`config.mk`:
```
export PLATFORM = sky130hd
export DESIGN_NAME = mcoc_fetch
export DESIGN_NICKNAME = d
export VERILOG_FILES = /design/src/rtl/mcoc_fetch_pkg.sv /design/src/rtl/mcoc_fetch_q.sv /design/src/rtl/mcoc_fetch.sv
export SDC_FILE = /design/constraint.sdc
export NUM_CORES = 1
export LEC_CHECK = 0
export BUFFER_PORTS_ARGS = -buffer_cell sky130_fd_sc_hd__buf_2
export CAP_MARGIN = 25
export CORE_AREA = 2 2 167 128
export CTS_BUF_LIST = sky130_fd_sc_hd__clkbuf_4
export CTS_CLUSTER_SIZE = 10
export DETAILED_ROUTE_END_ITERATION = 16
export DIE_AREA = 0 0 169 130
export PLACE_DENSITY = 0.76
export SLEW_MARGIN = 20
export SYNTH_ARGS = -nofsm -noshare
export SYNTH_HDL_FRONTEND = slang
export SYNTH_SLANG_ARGS = --single-unit
```
`constraint.sdc`:
```
create_clock -name clk -period 3.5 [get_ports clk]
set_input_delay 0.35 -clock clk [delete_from_list [all_inputs] [get_ports clk]]
set_output_delay 0.35 -clock clk [all_outputs]
set_load 0.1 [all_outputs]
```
`src/rtl/mcoc_fetch_pkg.sv`:
```
// Shared fetch-unit constants and the queue entry type.
// Used by the fetch top level and its halfword queue.
package mcoc_fetch_pkg;

  localparam logic [1:0] FCMD_IDLE = 2'b00;
  localparam logic [1:0] FCMD_RD16 = 2'b01;
  localparam logic [1:0] FCMD_RD32 = 2'b11;

  typedef struct packed {
    logic [15:0] hw;
    logic [15:0] adr;
  } fetch_ent_t;

endpackage

```
`src/rtl/mcoc_fetch_q.sv`:
```
// Halfword+address queue: up to two writes and one pop per cycle.
// Slot wr0 is always the lower-address halfword and is written first.
module mcoc_fetch_q
  import mcoc_fetch_pkg::*;
#(
  parameter int QDEPTH = 4
) (
  input  logic                       clk,
  input  logic                       rst,
  input  logic                       clr,
  input  logic [1:0]                 wr_n,
  input  fetch_ent_t                 wr0,
  input  fetch_ent_t                 wr1,
  input  logic                       pop,
  output fetch_ent_t                 head,
  output logic [$clog2(QDEPTH):0]    cnt
);

  localparam int AW = $clog2(QDEPTH);

  fetch_ent_t       mem [QDEPTH];
  logic [AW-1:0]    rd_ptr;
  logic [AW-1:0]    wr_ptr;
  logic             pop_ok;

  assign pop_ok = pop && (cnt != '0);
  assign head   = mem[rd_ptr];

  // Storage needs no reset: pointers and count decide what is visible.
  always_ff @(posedge clk) begin
    if (wr_n != 2'd0) mem[wr_ptr] <= wr0;
    if (wr_n == 2'd2) mem[wr_ptr + AW'(1)] <= wr1;
  end

  always_ff @(posedge clk) begin
    if (rst || clr) begin
      rd_ptr <= '0;
      wr_ptr <= '0;
      cnt    <= '0;
    end else begin
      wr_ptr <= wr_ptr + AW'(wr_n);
      if (pop_ok) rd_ptr <= rd_ptr + AW'(1);
      cnt <= cnt + (AW+1)'(wr_n) - (AW+1)'(pop_ok);
    end
  end

endmodule

```
`src/rtl/mcoc_fetch.sv`:
```
// Instruction fetch front end: issues 16/32-bit reads, tracks the one
// in-flight response and feeds a halfword queue; jmp redirects the stream.
module mcoc_fetch
  import mcoc_fetch_pkg::*;
#(
  parameter logic [15:0] RST_VEC = 16'h0000,
  parameter int          QDEPTH  = 4
) (
  input  logic        clk,
  input  logic        rst,
  output logic [1:0]  fcmd,
  output logic [15:0] fadr,
  input  logic [31:0] fdat,
  input  logic        jmp,
  input  logic [15:0] jadr,
  output logic [15:0] ir,
  output logic [15:0] ipc,
  output logic        ir_vld,
  input  logic        ir_ack
);

  localparam int CW = $clog2(QDEPTH) + 1;

  logic [15:0]   fptr;
  logic [1:0]    pend_n;
  logic [15:0]   pend_adr;
  logic [CW-1:0] q_cnt;
  logic [CW:0]   occ;
  logic          pop;
  logic [1:0]    fcmd_c;
  logic [1:0]    wr_n;
  fetch_ent_t    wr0;
  fetch_ent_t    wr1;
  fetch_ent_t    head;

  // Consumer handshake: the head halfword transfers in any cycle where
  // ir_vld and ir_ack are both high; ir_ack alone is ignored.
  assign ir_vld = !rst && (q_cnt != '0);
  assign pop    = ir_vld && ir_ack;
  assign ir     = ir_vld ? head.hw  : 16'h0000;
  assign ipc    = ir_vld ? head.adr : 16'h0000;

  // Occupancy the queue would reach if everything in flight lands now.
  assign occ = (CW+1)'(q_cnt) + (CW+1)'(pend_n) - (CW+1)'(pop);

  always_comb begin
    fcmd_c = FCMD_IDLE;
    if (!rst && !jmp) begin
      if (!fptr[1] && occ <= (CW+1)'(QDEPTH - 2))
        fcmd_c = FCMD_RD32;
      else if (occ <= (CW+1)'(QDEPTH - 1))
        fcmd_c = FCMD_RD16;
    end
  end

  assign fcmd = fcmd_c;
  assign fadr = rst ? RST_VEC : fptr;

  // The response is only enqueued when neither rst nor jmp is active,
  // because the queue clear wins over the write in the same cycle.
  always_comb begin
    wr_n = 2'd0;
    wr0  = '0;
    wr1  = '0;
    if (pend_n == 2'd2) begin
      wr_n = 2'd2;
      wr0  = fetch_ent_t'{hw: fdat[31:16], adr: pend_adr};
      wr1  = fetch_ent_t'{hw: fdat[15:0],  adr: pend_adr + 16'd2};
    end else if (pend_n == 2'd1) begin
      wr_n = 2'd1;
      wr0  = fetch_ent_t'{hw: fdat[15:0],  adr: pend_adr};
    end
  end

  always_ff @(posedge clk) begin
    if (rst) begin
      fptr     <= RST_VEC;
      pend_n   <= 2'd0;
      pend_adr <= RST_VEC;
    end else if (jmp) begin
      fptr     <= jadr & 16'hFFFE;
      pend_n   <= 2'd0;
      pend_adr <= fptr;
    end else begin
      pend_adr <= fptr;
      case (fcmd_c)
        FCMD_RD32: begin
          fptr   <= fptr + 16'd4;
          pend_n <= 2'd2;
        end
        FCMD_RD16: begin
          fptr   <= fptr + 16'd2;
          pend_n <= 2'd1;
        end
        default: pend_n <= 2'd0;
      endcase
    end
  end

  mcoc_fetch_q #(.QDEPTH(QDEPTH)) u_q (
    .clk  (clk),
    .rst  (rst),
    .clr  (jmp),
    .wr_n (wr_n),
    .wr0  (wr0),
    .wr1  (wr1),
    .pop  (pop),
    .head (head),
    .cnt  (q_cnt)
  );

endmodule
```
==> flow_metrics.tcl, run 1 <==
set metrics [dict create \
    numCtsBuffers 17 \
    die_w_um 169 \
    placed_cell_area_sq_um 10000 \
    critical_path.max_fanout 4 \
    combPwrFrac_pct 39.5 \
    seq_area_frac_synth_pct 49.1 \
    antenna_found_initial 1 \
    status "completed" \
    critical_path_arrival_ps 3140 \
    syn_inst 882 \
    wl_met3_mm 1.62 \
    swShare_pct 40.4 \
    clock-sinks 165 \
    timing.slew.headroom_pct 44.5 \
    tightest_slew_ps 832 \
    drc 0 \
    dp_hpwl_mm 15.0 \
    wl_per_cell_um 18.7 \
    ys_types 57 \
    io_pins 103 \
    crit_path_end_kind "output pin" \
    rows 46 \
    r2r_slack_ps 410 \
    die_y_um 130 \
    grt_max_degree 62 \
    rsz0062_at_grt "yes" \
    power-per-cell-area_nw_per_um2 599 \
    m1WireLength_mm 10.4 \
    hold_slack_ps 22.8 \
    ys_ff_latch 165 \
    critPathLaunchType "register" \
    grt_usage_pct 21.0 \
    final_core_util_pct 51.4 \
    routed_wl_mm 23.1 \
    start_util_pct 44.9 \
    clock_latency_ps 580 \
    fill_cells 1802 \
    syn_to_final_growth_pct 14.4 \
    io_buffer_count 99 \
    ir_drop_mv 0.644 \
    synthTopCellsByArea "edfxtp_1 40%, dfxtp_1 8.9%, mux4_2 7.5%" \
    vias 7178 \
    vias_per_cell 5.80 \
    wl_met2_mm 10.7 \
    drv_cap 0 \
    yosys.area.top_type "edfxtp_1" \
    period_share_pct 99.6 \
    hold_class "in -> reg" \
    die-area_sq_um 22000 \
    cts_max_level 4 \
    routed.top_layer "met4" \
    nNetsFinal 1030 \
    pwr-share-clk_pct 19.2 \
    p_leak_nw 4.05 \
    clk_pin_slew_ps 140 \
    grt_pass1_wl_mm 35.9 \
    core_area_sq_um 20600 \
    drive_gt1_share_pct 22.9 \
    finalCriticalPeriod_ps 3490 \
    cts_tree "built" \
    skew_ps 19.0 \
    final_area_sq_um 10600 \
    dr.pass1.iters 6 \
    required_ps 3150 \
    async_reset_ff_share_pct 0 \
    gr-total-overflow 0 \
    drt_iter0_markers 786 \
    syn_area_sq_um 9250 \
    yosys_most_used_dff "edfxtp_1" \
    setup_viol 0 \
    report.final.hold_viol_count 0 \
    max_freq_mhz 287 \
    timing.setup.tns_ps 0 \
    yosysTopAreaCellShare_pct 40.2 \
    synth_edf_count 124 \
    routabilityCongestion 0.850 \
    grt_pass1_vias 6688 \
    root_buffer "clkbuf_4" \
    maxSlewViolCount 0 \
    yosysWarningCount 0 \
    internal-power_w 0.00378 \
    switchingPower_w 0.00256 \
    synth.avg_cell_area_sq_um 10.5 \
    clk_path_buf_depth 2 \
    crit_type "reg -> out" \
    seqPwrFrac_pct 41.3 \
    ant_nets 0 \
]
-- final timing paths --
kind / start / endpoint / cells past startpoint
max reg2reg: u_q.cnt[2] / fptr[2] / 15
min: jadr[2] / fptr[2] / 3
max: u_q.cnt[2] / fcmd[1] / 13
min reg2reg: fptr[15] / pend_adr[15] / 1
-- state kept, by name, indices dropped and copies added, names as in the netlist, named ones only --
name        flops
u_q.cnt         3
u_q.mem       124
pend_adr       15
fptr           15
pend_n          2
u_q.rd_ptr      2
u_q.wr_ptr      2
-- worst max-delay path, stage by stage, from the launching register on --
cell	delay, ps
dfxtp_4	410
inv_4	50
a31oi_4	180
and2_4	170
ha_4	190
inv_2	60
ha_4	130
inv_2	40
fa_2	420
xnor2_4	180
nor2_4	160
nand3_4	130
nor3_4	230
buf_12	200
-- Yosys cell counts, drive strengths merged, types with 17 or more instances --
master  instances
buf            23
nor2b          22
o221ai         20
inv            24
clkbuf         58
o21ai         124
edfxtp        124
and2           43
dfxtp          41
a21oi          17
mux2i          60
mux4           31
nand2         138
nor2           26
-- repair_timing --
item,CTS,global route
hold endpoints to repair,8,0
pin swaps,3,8
gates resized for setup,4,14
hold buffers,8,0
endpoints found under the setup margin,2,2
buffers inserted,2,6
-- kinds of logic after synthesis --
family / count (synthesis) / synth area share, %
compound gates: 198 / 12.6
xor+xnor: 13 / 1.23
fa+ha+maj: 18 / 2.60
buf+inv: 105 / 4.69
flops: 165 / 49.1
mux: 92 / 14.2
other cells: 1 / 0.0405
simple gates: 290 / 15.6
-- routing by layer --
metal | vias up | GRT usage [%]
met5 | - | 0
met4 | 0 | 5.78
met3 | 33 | 4.34
met2 | 333 | 33.2
met1 | 3424 | 29.7
li1 | 3388 | -
-- cells in the final DEF (no fill, tap or decap), types with 8 or more instances in the layout --
master	n
a21oi_1	17
and2_1	42
buf_2	97
buf_4	29
clkbuf_4	17
dfxtp_1	38
dlygate4sd3_1	8
edfxtp_1	124
ha_1	14
inv_1	19
mux2i_1	60
mux4_2	31
nand2_1	138
nand3_1	13
nor2_1	25
nor2b_1	22
o21ai_0	109
o21ai_1	14
o221ai_1	20
o22ai_1	8
xnor2_1	10
-- power groups by stage --
stage | combinational (W) | clock (W) | sequential [W]
after floorplan | 0.00178 | 0 | 0.00262
after global placement | 0.00227 | 0 | 0.00264
final | 0.00250 | 0.00122 | 0.00262
after CTS | 0.00236 | 0.00123 | 0.00262
after global routing | 0.00266 | 0.00130 | 0.00265
after detailed placement | 0.00230 | 0 | 0.00266
-- cell type report --
type / count / area [sq um] / area share (%)
Sequential cell: 165 / 4550 / 43.0
Tap cell: 264 / 330 / 3.12
Inverter: 24 / 92.6 / 0.875
Timing Repair Buffer: 139 / 875 / 8.26
Clock inverter: 15 / 178 / 1.68
Clock buffer: 17 / 128 / 1.21
Antenna cell: 1 / 2.50 / 0.0236
Multi-Input combinational cell: 613 / 4430 / 41.8
-- metrics by stage --
step           std cells  total power (W)  setup slack [ps]
6_report            1238          0.00634              13.7
2_1_floorplan        883          0.00439              -122
4_1_cts             1230          0.00621              5.33
3_3_place_gp        1188          0.00491               447
3_5_place_dp        1188          0.00496               430
5_1_grt             1238          0.00661             -86.4
No activity file was read; power rests on OpenSTA's default activity.
==> run 2: changes to the inputs <==
--- a/config.mk
+++ b/config.mk
@@ -7,11 +7,10 @@
 export LEC_CHECK = 0
 export BUFFER_PORTS_ARGS = -buffer_cell sky130_fd_sc_hd__buf_2
 export CAP_MARGIN = 25
-export CORE_AREA = 2 2 167 128
-export CTS_BUF_LIST = sky130_fd_sc_hd__clkbuf_4
-export CTS_CLUSTER_SIZE = 10
+export CORE_AREA = 2 2 173 124
+export CTS_BUF_LIST = sky130_fd_sc_hd__clkbuf_16
 export DETAILED_ROUTE_END_ITERATION = 16
-export DIE_AREA = 0 0 169 130
+export DIE_AREA = 0 0 175 126
 export PLACE_DENSITY = 0.76
 export SLEW_MARGIN = 20
 export SYNTH_ARGS = -nofsm -noshare
==> run 2 against run 1 <==
Against the previous run:
- cell count decreased by 0.32%
- power grew 7.7%
- wire length increased by 2.0%
- design area is 0.74% higher
- critical path depth is the same
- non-clock buffer count shrank 15
- global-route usage grew 0.77 points
- clock power rose by 51%
- clock-buffer cell count rose by 4
- largest cell class unchanged
==> flow_metrics.tcl, run 2 (synthesis gave the netlist of run 1 again) <==
set metrics [dict create \
    report.final.hold_viol_count 0 \
    critPathLaunchType "register" \
    final_cell_count_no_fill 1234 \
    p_leak_nw 4.10 \
    drc 0 \
    io_pins 103 \
    routabilityCongestion 0.834 \
    grt_pass1_vias 6930 \
    busiest_layer "met2" \
    regMostFlops "u_q.mem" \
    crit_family "adder cells" \
    core_area_sq_um 20400 \
    seqPwrFrac_pct 38.5 \
    swShare_pct 37.7 \
    required_ps 3150 \
    rows 44 \
    routed_wl_mm 23.6 \
    internal-power_w 0.00425 \
    place_ws_ps 351 \
    drive_gt1_share_pct 21.4 \
    p_total_w 0.00683 \
    drt_iter0_markers 684 \
    n_antenna_cell 0 \
    syn_to_final_growth_pct 15.2 \
    pwr-share-clk_pct 27.0 \
    die-area_sq_um 22100 \
    die_y_um 126 \
    die_w_um 175 \
    gr-total-overflow 0 \
    power-per-cell-area_nw_per_um2 640 \
    final_area_sq_um 10700 \
    skew_ps 10.6 \
    final_common_cell "nand2_1" \
    clock_latency_ps 440 \
    maxSlewViolCount 0 \
    numCtsBuffers 17 \
    critical_path_arrival_ps 2990 \
    grt_usage_pct 21.7 \
    grt_max_degree 62 \
    vias 7140 \
    cts_tree "built" \
    root_buffer "clkbuf_16" \
    switchingPower_w 0.00258 \
    use_met3_pct 5.40 \
    critical_path.max_fanout 6 \
    met1_usage_pct 31.8 \
    tightest_slew_ps 846 \
    final_cell_mix "138 x nand2_1, 124 x edfxtp_1, 109 x o21ai_0" \
    dp_cells 1199 \
    finalCriticalPeriod_ps 3340 \
    combPwrFrac_pct 34.6 \
    top_regs "u_q.mem (124), fptr (15), pend_adr (15)" \
    slowest_stage "fa_1" \
    hold_slack_ps 117 \
    clock-sinks 165 \
    period_share_pct 95.4 \
    grt_pass1_wl_mm 37.2 \
    placed_cell_area_sq_um 10000 \
    ir_drop_mv 0.611 \
    min_path_cells 3 \
    dr.pass1.iters 5 \
    status "completed" \
    start_util_pct 45.3 \
    hold_buffers 0 \
    dp_hpwl_mm 15.3 \
    nNetsFinal 1015 \
    timing.slew.headroom_pct 43.6 \
    cp_cell_sequence "inv_1, a31oi_2, and2_1, ha_1, inv_1, ha_1, inv_1, fa_1, xnor2_2, nor2_2, nand3_4, nor3_4, buf_12" \
    antenna_found_initial 0 \
    crit_path_end_kind "output pin" \
    hold_class "in -> reg" \
    reg2regPathDepth 14 \
    setup_viol 0 \
    slowest_delay_ps 410 \
    io_buffer_count 99 \
    drv_cap 0 \
    crit_type "reg -> out" \
    crit_path_frequent_cell "inv_1" \
    met2_usage_pct 32.4 \
    vias_per_cell 5.79 \
    ant_nets 0 \
    cts_max_level 4 \
    clk_path_buf_depth 2 \
    worstPathBufferInverterCount 4 \
    largest_reg_flops 124 \
    max_freq_mhz 300 \
    clk_pin_slew_ps 60 \
    cp_num_cells 13 \
    final.setup.worst_slack_ps 162 \
    wl_per_cell_um 19.1 \
]
-- run 2: cell types whose count changed in the layout (fill, tap and decap cells not counted), moves of 3 or more --
cell           delta
bufinv_16         -3
clkbuf_16        +21
clkbuf_4         -17
inv_4             -4
inv_2             -3
inv_1             +6
dlygate4sd3_1     -8
buf_4             -4
-- run 2: final cells by class --
type | instances | area, sq um
fillers | 1726 | 9760
flip-flops and latches | 165 | 4550
multi-input cells | 613 | 4370
repair buffers | 124 | 713
clock buffers | 21 | 526
well taps | 276 | 345
inverters | 24 | 90.1
clock inverters | 11 | 66.3
-- run 2: through the flow --
stage                     setup TNS [ps]  util [%]
after global placement                 0      49.1
after global routing               -8.90      52.2
after floorplan                   -12980         -
after CTS                              0      52.0
after detailed placement               0      49.1
final                                  0      52.2
-- run 2: repair_timing --
action | 4_1_cts | 5_1_grt
setup endpoints to repair | 2 | 2
gates resized for setup | 2 | 2
pin swaps | 0 | 3
cloned | 0 | 0
buffers inserted | 0 | 3
-- run 2: worst paths after layout --
path,start,endpoint,slack (ps)
max,u_q.cnt[2],fcmd[1],160
min,jadr[15],fptr[15],120
max reg2reg,u_q.cnt[2],fptr[13],440
min reg2reg,fptr[15],pend_adr[15],490
-- run 2: worst min-delay path: cells and delay by family --
kind | cells | cell delay [ps]
buffers and inverters | 1 | 80
AND/OR/NAND/NOR | 2 | 90
-- run 2: power groups by stage --
stage / clock, W / combinational, W / sequential, W
2_1_floorplan: 0 / 0.00178 / 0.00262
3_3_place_gp: 0 / 0.00227 / 0.00264
3_5_place_dp: 0 / 0.00230 / 0.00266
4_1_cts: 0.00185 / 0.00233 / 0.00262
5_1_grt: 0.00194 / 0.00251 / 0.00266
6_report: 0.00184 / 0.00236 / 0.00263
-- run 2: routing by layer --
layer | up-vias | routed length (um)
met2 | 347 | 10600
met4 | 0 | 301
li1 | 3354 | -
met1 | 3406 | 10700
met5 | - | 0
met3 | 33 | 1990
